File: config.mk
export PLATFORM = sky130hd
export DESIGN_NAME = fifo_write_skid
export DESIGN_NICKNAME = d
export VERILOG_FILES = /design/src/rtl/fifo_write_skid_pkg.sv /design/src/rtl/fifo_write_skid.sv
export SDC_FILE = /design/constraint.sdc
export NUM_CORES = 1
export LEC_CHECK = 0
export CAP_MARGIN = 10
export CORE_MARGIN = 5
export CORE_UTILIZATION = 55
export CTS_BUF_LIST = sky130_fd_sc_hd__clkbuf_4 sky130_fd_sc_hd__clkbuf_8 sky130_fd_sc_hd__clkbuf_16
export DETAILED_ROUTE_END_ITERATION = 8
export GPL_ROUTABILITY_DRIVEN = 0
export PLACE_DENSITY = 0.88
export SLEW_MARGIN = 40
export SYNTH_ARGS = -nofsm -noshare
export SYNTH_HDL_FRONTEND = slang
export SYNTH_SLANG_ARGS = --single-unit
File: constraint.sdc
create_clock -name wclk -period 5.09 [get_ports wclk]
set_input_delay 0.7635 -clock wclk [delete_from_list [all_inputs] [get_ports wclk]]
set_output_delay 0.7635 -clock wclk [all_outputs]
set_load 0.02 [all_outputs]
File: src/rtl/fifo_write_skid_pkg.sv
`default_nettype none
// ============================================================================
// Module      : fifo_write_skid_pkg
// Description : Shared DMA constants and types. DMA_DATA_W is the common data
//               word width, also used by the read-side FWFT logic. occ_e
//               encodes the occupancy of the 2-entry write skid buffer.
// Revision    : 1.0 - initial release
// ============================================================================
package fifo_write_skid_pkg;

  localparam int DMA_DATA_W = 32;

  // Buffer occupancy: number of words currently held (0, 1 or 2).
  typedef enum logic [1:0] {
    OCC_EMPTY = 2'd0,
    OCC_ONE   = 2'd1,
    OCC_TWO   = 2'd2
  } occ_e;

endpackage : fifo_write_skid_pkg
`default_nettype wire

File: src/rtl/fifo_write_skid.sv
`default_nettype none
// ============================================================================
// Module      : fifo_write_skid
// Description : Write-side front end for the DMA data FIFO. Takes words from
//               a producer over valid/ready, holds up to two in a skid buffer
//               and writes the oldest to the FIFO whenever it is not full.
//               wr_ready comes straight from a flop so full_fifo never reaches
//               the producer combinationally. Counts committed FIFO writes.
// Ports       : wclk           - write-domain clock
//               wrst           - asynchronous active-high reset
//               wr_valid       - producer word present
//               wr_data        - producer word
//               wr_ready       - registered; block can take a word
//               full_fifo      - FIFO full flag
//               wr_enable_fifo - FIFO write strobe
//               wr_data_fifo   - oldest buffered word (FIFO write data)
//               words_written  - FIFO writes since reset, wrapping
// Revision    : 1.0 - initial release
// ============================================================================
module fifo_write_skid
  import fifo_write_skid_pkg::*;
#(
  parameter int DATA_W = DMA_DATA_W,
  parameter int CNT_W  = 16
) (
  input  logic              wclk,
  input  logic              wrst,
  input  logic              wr_valid,
  input  logic [DATA_W-1:0] wr_data,
  output logic              wr_ready,
  input  logic              full_fifo,
  output logic              wr_enable_fifo,
  output logic [DATA_W-1:0] wr_data_fifo,
  output logic [CNT_W-1:0]  words_written
);

  occ_e              occ_q,   occ_d;
  logic [DATA_W-1:0] head_q,  head_d;
  logic [DATA_W-1:0] tail_q,  tail_d;
  logic              ready_q, ready_d;
  logic [CNT_W-1:0]  words_q, words_d;

  logic w_accept;
  logic w_drain;

  assign w_accept = wr_valid & ready_q;
  assign w_drain  = (occ_q != OCC_EMPTY) & ~full_fifo;

  // --------------------------------------------------------------------------
  // State register
  // --------------------------------------------------------------------------
  always_ff @(posedge wclk or posedge wrst) begin
    if (wrst) begin
      occ_q   <= OCC_EMPTY;
      head_q  <= '0;
      tail_q  <= '0;
      ready_q <= 1'b0;
      words_q <= '0;
    end else begin
      occ_q   <= occ_d;
      head_q  <= head_d;
      tail_q  <= tail_d;
      ready_q <= ready_d;
      words_q <= words_d;
    end
  end

  // --------------------------------------------------------------------------
  // Next-state logic
  // --------------------------------------------------------------------------
  always_comb begin
    occ_d  = occ_q;
    head_d = head_q;
    tail_d = tail_q;

    case (occ_q)
      OCC_EMPTY: begin
        if (w_accept) begin
          head_d = wr_data;
          occ_d  = OCC_ONE;
        end
      end
      OCC_ONE: begin
        case ({w_accept, w_drain})
          2'b10: begin
            tail_d = wr_data;
            occ_d  = OCC_TWO;
          end
          2'b01: begin
            occ_d  = OCC_EMPTY;
          end
          // Head leaves and the new word replaces it in the same edge.
          2'b11: begin
            head_d = wr_data;
          end
          default: begin
            occ_d  = OCC_ONE;
          end
        endcase
      end
      OCC_TWO: begin
        // wr_ready is low here, so only a drain can happen.
        if (w_drain) begin
          head_d = tail_q;
          occ_d  = OCC_ONE;
        end
      end
      default: begin
        occ_d = OCC_EMPTY;
      end
    endcase

    // Registered ready reflects the occupancy that will exist after this edge.
    ready_d = (occ_d != OCC_TWO);
    words_d = words_q + {{(CNT_W-1){1'b0}}, w_drain};
  end

  assign wr_ready       = ready_q;
  assign wr_enable_fifo = w_drain;
  assign wr_data_fifo   = head_q;
  assign words_written  = words_q;

endmodule : fifo_write_skid
`default_nettype wire

## After elaboration in Yosys (flattened, before gate mapping)

Index checks and enable logic that the tools add are counted.

| operators by class | value |
|---|---|
| equal/unequal tests | 9 |
| multiplexer cells | 8 |
| add/sub/neg operators | 1 |
| reduce and logical (&&, ||, !) cells | 5 |
| bitwise gates (word level) | 3 |

Operators by type and width:

| cell | number |
|---|---|
| $mux W32 | 3 |
| $pmux W32 S3 | 1 |
| $add A16 B1 Y16 | 1 |
| $pmux W2 S3 | 2 |
| $eq A2 B2 Y1 const B | 3 |
| $ne A2 B2 Y1 const B | 3 |
| $eq A2 B1 Y1 const B | 2 |
| $mux W2 | 2 |
| $reduce_and A4 Y1 | 1 |
| $reduce_bool A3 Y1 | 1 |
| $and A1 B1 Y1 | 2 |
| $logic_not A2 Y1 | 1 |
| $ne A2 B1 Y1 const B | 1 |
| $reduce_and A2 Y1 | 1 |
| $reduce_bool A2 Y1 | 1 |
| $not A1 Y1 | 1 |

| storage, ports and cells | value |
|---|---|
| bits of input ports | 36 |
| word-level logic and storage cells | 31 |
| flip-flop bits (word level) | 83 |
| output and inout bits | 50 |

## Logic depth before layout (Yosys ltp)

| depth | value |
|---|---|
| word-level depth | 6 |
| depth in mapped cells | 7 |
| mapped depth without buffers | 7 |

## Worst setup path before layout

OpenSTA, ideal clock, no wires.

| path | value |
|---|---|
| path kind | input to register |
| start point | input full_fifo |
| end point | register words_q[12] (netlist: words_written[12]) |
| data required time | 5.010 ns |
| stages | 6 |
| buffers on the path | 0 |
| setup time | 0.080 ns |
| slack | 2.811 ns |
| data arrival time | 2.199 ns |
| cell sequence | nor2_1 > ha_1 > ha_1 > nand3_1 > nor4_1 > xor2_1 |

| on the way | value |
|---|---|
| longest elaborated chain between the ends | 3 |

Ends and longest elaborated chain:

| what | line | source |
|---|---|---|
| start, declared | fifo_write_skid.sv:31 | `input logic full_fifo,` |
| $not A1 Y1 | fifo_write_skid.sv:47 | `assign w_drain = (occ_q != OCC_EMPTY) & ~full_fifo;` |
| $and A1 B1 Y1 | fifo_write_skid.sv:47 |  |
| $add A16 B1 Y16 | fifo_write_skid.sv:115 | `words_d = words_q + {{(CNT_W-1){1'b0}}, w_drain};` |
| net words_d[12] | fifo_write_skid.sv:41 | `logic [CNT_W-1:0] words_q, words_d;` |
| end signal, assigned | fifo_write_skid.sv:64 | `words_q <= words_d;` |
| end, declared | fifo_write_skid.sv:41 |  |

The timed path passes the listed nets, and every way through them passes these cells.
A chain may end at the register's enable or synchronous reset.

## Worst setup path after layout

| path | value |
|---|---|
| start point | input full_fifo |
| end point | output wr_enable_fifo |

| on the way | value |
|---|---|
| longest elaborated chain between the ends | 2 |

Ends and longest elaborated chain:

| what | line | source |
|---|---|---|
| $not A1 Y1 | fifo_write_skid.sv:47 |  |
| $and A1 B1 Y1 | fifo_write_skid.sv:47 |  |
| end, declared | fifo_write_skid.sv:32 | `output logic wr_enable_fifo,` |

No other way between the ends.

==> out/qor.csv <==
stage,metric,value,unit
detailed_routing,initial DRC count,80,
critical_path,Arrival @ worst endpoint,2.31,ns
clocking,Post-CTS Setup Repair Bufs,0,
cells_and_area,layout cells sized above 1,0.353,
detailed_routing,DRC violations left,0,
critical_path,Max stage delay on crit path,0.67,ns
critical_path,crit path buf inv count,2,
grt,GRT overflow,0,
detailed_routing,"antenna viol nets, final",0,
grt,number of global-route vias before repair,2416,
clocking,"CTS clk-pin slew, worst paths",0.08,ns
power,Logic pwr share,0.445,
synth,"Seq/Total Area, Yosys",0.529,
timing,crit share post-route,0.604,
critical_path,CP Cell Sequence,"clkdlybuf4s50_1, nor2_1, clkdlybuf4s50_1",
timing,clk_skew,0.0112,ns
synth,Avg Inst Size Synth,16.0,µm²
power,Total Power,0.00306,W
critical_path,CP most frequent cell,clkdlybuf4s50_1,
synth,"flops & latches, synth",83,
synth,post-synthesis async set-or-reset flop share,1.00,
critical_path,r2r setup slk,2.86,ns
floorplan,Die Span Y,94.5,µm
clocking,clock latency at the later pin of the worst-skew pair,0.35,ns
detailed_routing,DR WL/cell,17.1,µm
floorplan,core area,6870,µm²
critical_path,"Slowest-stage cell, CP",clkdlybuf4s50_1,
detailed_routing,via/cell ratio,5.20,
placement,placed cell count,420,
synth,"Distinct cells, synth",25,
detailed_routing,vias,2266,
critical_path,Crit Reg-Reg Endpoint,wr_data_fifo[29],
clocking,CTS tree,yes,
worst_hold_path,Worst Hold Class,reg2reg,
critical_path,worst setup path startpoint,full_fifo,
placement,buffers added on ports,85,
power,internal power of the cells,0.00207,W
clocking,CTS H-tree depth,3,
timing,Least-Margin Pin Slew,0.818,ns
timing,worst hold margin,0.469,ns
timing,Hold Fails Final Rpt,0,
critical_path,crit path to,wr_enable_fifo,
grt,initial antenna violation count,0,
synth,Post-Syn Area,3920,µm²
timing,Slew HR,0.452,
detailed_routing,TritonRoute pass-1 iters,4,
placement,post-DP HPWL,5120,µm
floorplan,full die area,8920,µm²
critical_path,Startpoint Class,input pin,
floorplan,# IOs,86,
synth,ys flop type,dfrtp_1,
critical_path,FF-to-FF path depth,4,
synth,Post-synth EDFFs,0,
synth,post-synth net total,283,
timing,Setup Total Neg Slack,0,ns
synth,Cells after Synth,245,
grt,first-pass GRT wire length,12200,µm
detailed_routing,WL final,7450,µm
grt,pin count of the biggest net entering global routing,68,
timing,post-layout minimum cycle time,3.07,ns
power,sequential power share,0.377,
floorplan,Chip Width,94.5,µm
clocking,# resized after CTS,0,
power,pwr dens,610,nW/µm²
cells_and_area,Filler cells,457,
run,Max-Cap Viols,0,
power,clock share of power,0.178,
critical_path,"Max FO, Critical Path",6,
critical_path,critical path capture point type,output pin,
cells_and_area,Post-Layout Cell Count,436,
timing,maximum clock frequency,326,MHz
power,Net Sw Frac,0.323,
grt,Total Routing Usage GR,0.179,
critical_path,CP Class,in2out,
cells_and_area,antenna diode count,0,
cells_and_area,fin nets,373,
clocking,CTS Buf Count,9,
floorplan,Std-Cell Rows,30,
floorplan,Starting Density,0.571,
clocking,CTS root buf,clkbuf_8,
synth,Yosys warnings,0,
critical_path,Worst R2R Start,occ_q[0],
critical_path,"delay-heaviest family, CP",buffers and inverters,
clocking,cts hold-fix bufs,0,
clocking,Max Root-Sink Buffers,2,
critical_path,CP required,4.33,ns
power,Psw,0.000990,W
critical_path,Worst path depth,3,
timing,RSZ-0062 raised after global routing,false,
power,worst vdd ir,0.328,mV
timing,Setup-failing EPs final,0,
timing,fin. max-slew vios,0,
cells_and_area,area grow syn2layout,27.9,%
outcome,status,"complete, no violations",
clocking,CTS Sinks,83,
power,Pleak,2.27,nW
## registers in the layout, indices dropped and copies added (netlist names)
| name | flops |
|---|---|
| occ_q | 2 |
| tail_q | 32 |
| words_written | 16 |
| wr_data_fifo | 32 |
| wr_ready | 1 |
## power by group through the flow
stage          sequential, W  combinational, W  clock [W]
3_5_place_dp         0.00116           0.00138          0
4_1_cts              0.00115           0.00139   0.000557
2_1_floorplan        0.00131          0.000789          0
6_report             0.00115           0.00136   0.000544
3_3_place_gp         0.00115           0.00134          0
5_1_grt              0.00120           0.00144   0.000588
## layout make-up
class | count | area (µm²) | share of cell area
well taps | 96 | 120 | 0.0239
repair buffers | 89 | 885 | 0.176
clock inverters | 5 | 83.8 | 0.0167
flip-flops and latches | 83 | 2080 | 0.414
inverters | 3 | 12.5 | 0.00249
clock buffers | 11 | 151 | 0.0302
multi-input cells | 149 | 1690 | 0.337
## worst register-to-register path: cells and delay by family, from the launching register on
| family | cells | cell delay, ns |
|---|---|---|
| AOI/OAI and AO/OA | 1 | 0.67 |
| and+or+nand+nor | 1 | 0.21 |
| buffers and inverters | 1 | 0.44 |
| DFF | 1 | 0.41 |
| muxes | 1 | 0.39 |
## synth_stat cells (all sizes together) (3+ instances only)
cell type / instances / area, µm²
xor2: 8 / 70.1
mux2: 97 / 1310
buf: 10 / 145
inv: 3 / 11.3
xnor2: 6 / 52.6
nor2: 3 / 11.3
nand2: 4 / 15.0
nand4: 3 / 18.8
dfrtp: 83 / 2080
nor4: 4 / 25.0
nor3: 5 / 36.3
nand3: 9 / 45.0
## routing by layer
layer  routed length [µm]  GRT usage  up-vias  share of wire
li1                     -          -     1049              -
met5                    0          0        -              0
met2                 3670      0.299       62           0.49
met4                  112     0.0673        0          0.015
met3                  440     0.0454        9          0.059
met1                 3230      0.226     1146           0.43
## metrics by stage
step           setup WS (ns)   util  instance area [µm²]
3_5_place_dp            1.97  0.696                 4780
4_1_cts                 1.99  0.730                 5020
2_1_floorplan           2.19      -                 3920
3_3_place_gp            2.00  0.696                 4780
6_report                2.02  0.731                 5020
5_1_grt                 1.95  0.731                 5020
## layout by cell type, fill, tap and decap left out
cell type / netlist / layout
nor4_1: 4 / 4
nand2_1: 4 / 4
xor2_1: 8 / 8
o21bai_1: 1 / 1
inv_6: 0 / 1
mux2_2: 38 / 38
bufinv_16: 0 / 2
o211ai_4: 1 / 1
nand3_1: 9 / 9
nand4_1: 3 / 3
buf_6: 4 / 1
clkdlybuf4s50_1: 0 / 85
mux2_4: 57 / 57
nand4bb_1: 2 / 2
nor3_1: 4 / 4
and3_1: 1 / 1
o21ba_2: 1 / 1
clkinv_2: 0 / 1
buf_4: 0 / 3
nor3_4: 1 / 1
nand2b_2: 1 / 1
ha_1: 2 / 2
clkinvlp_4: 0 / 2
dfrtp_1: 83 / 83
xnor2_1: 6 / 6
o221ai_1: 1 / 1
inv_1: 3 / 2
nor2_1: 3 / 3
mux2_1: 2 / 2
clkbuf_8: 0 / 11
## worst min-delay path by stage
stage                      start           endpoint  slack (ns)  cells past startpoint
4_1_cts        words_written[15]  words_written[15]        0.48                      1
5_1_grt        words_written[15]  words_written[15]        0.52                      1
3_3_place_gp   words_written[15]  words_written[15]        0.45                      1
2_1_floorplan         tail_q[13]         tail_q[13]        0.46                      1
6_report       words_written[15]  words_written[15]        0.47                      1
3_5_place_dp   words_written[15]  words_written[15]        0.46                      1
## kinds of logic after synthesis
family	share of synthesized area
mux	0.333
compound gates	0.0121
flops	0.529
buf+inv	0.0399
fa+ha+maj	0.00638
simple gates	0.0482
xor+xnor	0.0313
Power figures use the tool's default switching activity.
